## src/rtl/lns_gauss_lut_pipe.sv

```systemverilog
// lns_gauss_lut_pipe: 3-stage LNS Gaussian-log sb/db table evaluator.
// Define LNS_LUT_INTERP_EN to linearly interpolate the coarse segment.
module lns_gauss_lut_pipe #(
  parameter int FRAC_BITS = 5,
  parameter int INT_BITS  = 5,
  parameter int OUT_W     = 11,
  parameter int ESS_ZERO  = 24,
  parameter int TAG_W     = 4
) (
  input  logic                          clk,
  input  logic                          rst_n,
  input  logic                          in_valid,
  output logic                          in_ready,
  input  logic [INT_BITS+FRAC_BITS-1:0] in_d,
  input  logic                          in_op,
  input  logic [TAG_W-1:0]              in_tag,
  output logic                          out_valid,
  input  logic                          out_ready,
  output logic signed [OUT_W-1:0]       out_val,
  output logic                          out_op,
  output logic [TAG_W-1:0]              out_tag
);

  localparam int D_W  = INT_BITS + FRAC_BITS;
  localparam int NF   = 1 << FRAC_BITS;
  localparam int NC   = 1 << INT_BITS;
  localparam int SAT  = -(1 << (OUT_W - 1));
  localparam int SMAX = (1 << (OUT_W - 1)) - 1;

  typedef logic signed [OUT_W-1:0] val_t;
  typedef enum logic [1:0] {
    C_FINE,
    C_COARSE,
    C_ZERO
  } cls_t;

  // S * log2(1 +/- 2^-d), rounded half away from zero and clamped
  function automatic int lut_entry(input logic op, input real d);
    real f;
    real v;
    real r;
    int  q;
    f = op ? (1.0 - 2.0 ** (-d)) : (1.0 + 2.0 ** (-d));
    if (f <= 0.0) begin
      q = SAT;
    end else begin
      v = $ln(f) / $ln(2.0) * $itor(NF);
      r = (v >= 0.0) ? $floor(v + 0.5) : -$floor(0.5 - v);
      if (r < $itor(SAT))
        q = SAT;
      else if (r > $itor(SMAX))
        q = SMAX;
      else
        q = $rtoi(r);
    end
    return q;
  endfunction

  val_t fine_sb   [NF];
  val_t fine_db   [NF];
  val_t coarse_sb [NC];
  val_t coarse_db [NC];

  for (genvar k = 0; k < NF; k++) begin : g_fine
    localparam int SB = lut_entry(1'b0, $itor(k) / $itor(NF));
    localparam int DB = lut_entry(1'b1, $itor(k) / $itor(NF));
    assign fine_sb[k] = val_t'(SB);
    assign fine_db[k] = val_t'(DB);
  end

  for (genvar i = 0; i < NC; i++) begin : g_coarse
    localparam int SB = (i >= ESS_ZERO) ? 0 : lut_entry(1'b0, $itor(i));
    localparam int DB = (i >= ESS_ZERO) ? 0 : lut_entry(1'b1, $itor(i));
    assign coarse_sb[i] = val_t'(SB);
    assign coarse_db[i] = val_t'(DB);
  end

  logic adv1;
  logic adv2;
  logic acc;

  logic                v0;
  logic [INT_BITS-1:0] ip0;
  logic [FRAC_BITS-1:0] fr0;
  logic                op0;
  logic [TAG_W-1:0]    tag0;
  cls_t                cls0;
  cls_t                cls_in;

  logic                v1;
  val_t                lo1;
  logic                op1;
  logic [TAG_W-1:0]    tag1;
  val_t                rd_lo;
  val_t                res;

  logic                v2;

  assign adv2     = !v2 || out_ready;
  assign adv1     = !v1 || adv2;
  assign in_ready = !v0 || adv1;
  assign acc      = in_valid && in_ready;

  always_comb begin
    cls_in = C_COARSE;
    if (int'(in_d[D_W-1:FRAC_BITS]) >= ESS_ZERO)
      cls_in = C_ZERO;
    else if (in_d[D_W-1:FRAC_BITS] == '0)
      cls_in = C_FINE;
  end

  always_ff @(posedge clk or negedge rst_n) begin
    if (!rst_n) begin
      v0 <= 1'b0;
      v1 <= 1'b0;
      v2 <= 1'b0;
    end else begin
      if (in_ready) v0 <= in_valid;
      if (adv1)     v1 <= v0;
      if (adv2)     v2 <= v1;
    end
  end

  always_ff @(posedge clk or negedge rst_n) begin
    if (!rst_n) begin
      ip0  <= '0;
      fr0  <= '0;
      op0  <= 1'b0;
      tag0 <= '0;
      cls0 <= C_FINE;
    end else if (acc) begin
      ip0  <= in_d[D_W-1:FRAC_BITS];
      fr0  <= in_d[FRAC_BITS-1:0];
      op0  <= in_op;
      tag0 <= in_tag;
      cls0 <= cls_in;
    end
  end

  always_comb begin
    rd_lo = '0;
    unique case (1'b1)
      (cls0 == C_FINE):   rd_lo = op0 ? fine_db[fr0] : fine_sb[fr0];
      (cls0 == C_COARSE): rd_lo = op0 ? coarse_db[ip0] : coarse_sb[ip0];
      default:            rd_lo = '0;
    endcase
  end

`ifdef LNS_LUT_INTERP_EN
  localparam int PW = OUT_W + FRAC_BITS + 2;

  logic [INT_BITS-1:0]  ip_nx;
  val_t                 rd_hi;
  val_t                 hi1;
  logic [FRAC_BITS-1:0] fr1;
  logic                 co1;
  logic signed [OUT_W:0] diff;
  logic signed [PW-1:0] prod;
  logic signed [PW-1:0] sh;

  // Upper knot is zero past the essential-zero point or the table end
  always_comb begin
    ip_nx = ip0 + INT_BITS'(1);
    rd_hi = '0;
    if ((int'(ip0) + 1 < ESS_ZERO) && (ip0 != INT_BITS'(NC - 1)))
      rd_hi = op0 ? coarse_db[ip_nx] : coarse_sb[ip_nx];
  end

  always_ff @(posedge clk or negedge rst_n) begin
    if (!rst_n) begin
      hi1 <= '0;
      fr1 <= '0;
      co1 <= 1'b0;
    end else if (adv1 && v0) begin
      hi1 <= rd_hi;
      fr1 <= fr0;
      co1 <= (cls0 == C_COARSE);
    end
  end

  always_comb begin
    diff = {hi1[OUT_W-1], hi1} - {lo1[OUT_W-1], lo1};
    prod = PW'(diff) * PW'($signed({1'b0, fr1}));
    sh   = prod >>> FRAC_BITS;
    res  = lo1;
    if (co1)
      res = lo1 + val_t'(sh);
  end
`else
  assign res = lo1;
`endif

  always_ff @(posedge clk or negedge rst_n) begin
    if (!rst_n) begin
      lo1  <= '0;
      op1  <= 1'b0;
      tag1 <= '0;
    end else if (adv1 && v0) begin
      lo1  <= rd_lo;
      op1  <= op0;
      tag1 <= tag0;
    end
  end

  always_ff @(posedge clk or negedge rst_n) begin
    if (!rst_n) begin
      out_val <= '0;
      out_op  <= 1'b0;
      out_tag <= '0;
    end else if (adv2 && v1) begin
      out_val <= res;
      out_op  <= op1;
      out_tag <= tag1;
    end
  end

  assign out_valid = v2;

endmodule

```

## config.mk

```make
export PLATFORM = sky130hd
export DESIGN_NAME = lns_gauss_lut_pipe
export DESIGN_NICKNAME = d
export VERILOG_FILES = /design/src/rtl/lns_gauss_lut_pipe.sv
export SDC_FILE = /design/constraint.sdc
export NUM_CORES = 1
export LEC_CHECK = 0
export CORE_MARGIN = 2
export CORE_UTILIZATION = 54
export DETAILED_ROUTE_END_ITERATION = 6
export PLACE_DENSITY_LB_ADDON = 0.15
export SKIP_LAST_GASP = 1
export SYNTH_ARGS = -nofsm -noshare
export SYNTH_HDL_FRONTEND = slang
export SYNTH_SLANG_ARGS = --single-unit
```

## constraint.sdc

```tcl
create_clock -name clk -period 4.5 [get_ports clk]
set_clock_uncertainty 0.15 [all_clocks]
set_input_delay 1.35 -clock clk [delete_from_list [all_inputs] [get_ports clk]]
set_output_delay 1.35 -clock clk [all_outputs]
set_load 0.02 [all_outputs]
```

==> results.toml <==
[synthesis]
synth_cells = 273
synth_flop_cell = "dfrtp_1"
synth_top_family_by_area = "simple AND/OR/NAND/NOR gates"
synth_enable_flop_cells = 0
synthDistinctLibCells = 47
synth_common_cells = "50 x dfrtp_1, 34 x nand2_1, 30 x mux2_2"
ys_warn_count = 0
synthTopCellsByArea = "dfrtp_1 45%, mux2_2 12%, ha_1 7.2%"
ys_seq_area_frac = 0.449
synthMuxAreaShare = 0.139
yosysTopAreaCell = "dfrtp_1"
avgSynthCellArea_um2 = 10.2
async_flop_share = 1.00
synth-simple-area-share = 0.158
synth_compound_area_frac = 0.140
synthesis.area_um2 = 2780
synthAdderAreaFrac = 0.0719
ys_seq_elements = 50
synth.most_common_cell = "dfrtp_1"
synth_xor_area_frac = 0.00315
yosysTopAreaCellShare = 0.449
synth_nets = 308

[grt]
met2_usage = 0.302
grt.busiest_layer = "met1"
antenna_found_initial = 0
overflow = 0
grt_max_degree = 51
use_met3 = 0.0370
met1_usage = 0.312
grt_pass1_vias = 1881
grt_usage = 0.207
grt_pass1_wl_um = 9070

[critical_path]
regToRegSetupSlack_ps = 2150
arrival_ps = 2640
path_class = "in -> out"
cp.required_ps = 3000
end_kind = "output port"
r2r_cells = 7
crit_fanout = 3
start_kind = "input port"

[drt]
drtPass1Iterations = 4
drcViolationCount = 0
final_antenna_net_count = 0
drt_iter0_drc = 91
wirelength_um = 5340
routedWlPerCell_um = 14.3
vias = 2053
post_drt_via_cell_ratio = 5.50

[floorplanning]
die_x_um = 75.8
coreArea_um2 = 5040
die_area_um2 = 5750
ios = 37
rows = 26
initial_core_util = 0.552
die_height_um = 75.8

[flow_run]
cap_viol_max_count = 0

[timing]
fin_crit_sh = 0.920
finalSetupViolations = 0
tightest_slew_ps = 1060
totalNegativeSetupSlack_ps = 0
rsz0062_at_grt = "no"
hold_violations = 0
max_slew_margin = 0.293
finalCriticalPeriod_ps = 4140
fmax_mhz = 241
slew_viol_final = 0

[clocking]
cts_root_buffer = "clkbuf_8"
postCtsSetupRepairBufs = 0
numCtsBuffers = 5
cts_buffer_depth = 2
postCtsHoldBufs = 0
cts_sinks = 50
htreeDepth = 2
cts_resized = 0
clkLatencyLatePin_ps = 310
cts.clk_slew.worst_paths_ps = 90
tritoncts = "built"

[layout]
finalNetCount = 337
n_antenna_cell = 0
drive_gt1_frac = 0.142
area_growth_pct = 17.4
postLayoutCoreUtil = 0.648

[pwr]
irDropWorstVdd_mv = 0.192
p_per_area_nw_per_um2 = 460
p_leak_nw = 1.43

[worst_hold_path]
min_path_cells = 2
hold_path.class = "reg -> reg"

[placed_design]
place_hpwl_um = 3760
port_buffers = 36
gp_congestion = 0.928

[status]
outcome = "finished clean"
cell type report:
class	instances	area, µm²
Tap cell	70	87.6
Inverter	8	30.0
Clock inverter	3	43.8
Sequential cell	50	1250
Fill cell	442	1770
Timing Repair Buffer	37	363
Clock buffer	5	68.8
Multi-Input combinational cell	200	1430
power breakdown:
group | internal, mW | switching [mW]
Combinational | 0.265 | 0.252
Clock | 0.167 | 0.160
Sequential | 0.558 | 0.102
Total | 0.990 | 0.514
cell usage in the layout (no fill, tap or decap), types with 6 or more instances in the layout:
| cell type | count |
|---|---|
| dfrtp_1 | 50 |
| clkdlybuf4s50_1 | 35 |
| nand2_1 | 34 |
| mux2_2 | 30 |
| nor2_1 | 22 |
| ha_1 | 16 |
| o21ai_0 | 12 |
| a21oi_1 | 10 |
| nand2b_1 | 8 |
| inv_1 | 7 |
| nor2b_1 | 6 |
| a31oi_1 | 6 |
worst paths after layout:
kind                                  endpoint                start
max in group asynchronous  lo1[10]$_DFFE_PN0P_                rst_n
max                                   in_ready            out_ready
min reg2reg                lo1[10]$_DFFE_PN0P_  lo1[10]$_DFFE_PN0P_
max reg2reg                 lo1[0]$_DFFE_PN0P_   fr0[1]$_DFFE_PN0P_
min in group asynchronous   lo1[6]$_DFFE_PN0P_                rst_n
min                        lo1[10]$_DFFE_PN0P_  lo1[10]$_DFFE_PN0P_
sequential cells by signal, indices dropped and copies added (netlist names):
| name | flops |
|---|---|
| out_op | 1 |
| lo1 | 10 |
| v0 | 1 |
| fr0 | 5 |
| op1 | 1 |
| out_valid | 1 |
| v1 | 1 |
| cls0 | 2 |
| tag1 | 4 |
| out_tag | 4 |
| op0 | 1 |
| tag0 | 4 |
| ip0 | 5 |
| out_val | 10 |
per-layer routing:
metal,routed length (µm),up-vias
met3,257,8
met4,77,0
met5,0,-
li1,-,1032
met1,2600,957
met2,2410,56
kinds of logic after synthesis:
logic type                 after synthesis
and+or+nand+nor                         89
muxes                                   35
buffers and inverters                   23
DFF                                     50
xor gates and xnor gates                 1
adders and majority gates               16
AOI/OAI and AO/OA                       59
stage by stage:
step                      hold slack, ps  total power, mW  setup slack (ps)  cell area (µm²)  std cells
after detailed placement             310             1.19               373             3160        365
after global routing                 358             1.61               300             3270        373
final                                330             1.50               358             3270        373
after floorplan                      283            0.993              1300             2780        273
after global placement               300             1.17               391             3160        365
after CTS                            334             1.51               353             3270        373
worst max-delay path, cell delays in order:
cell             delay, ps
clkdlybuf4s50_1        490
nand4b_1               180
clkdlybuf4s50_1        630
Power figures use the tool's default switching activity.
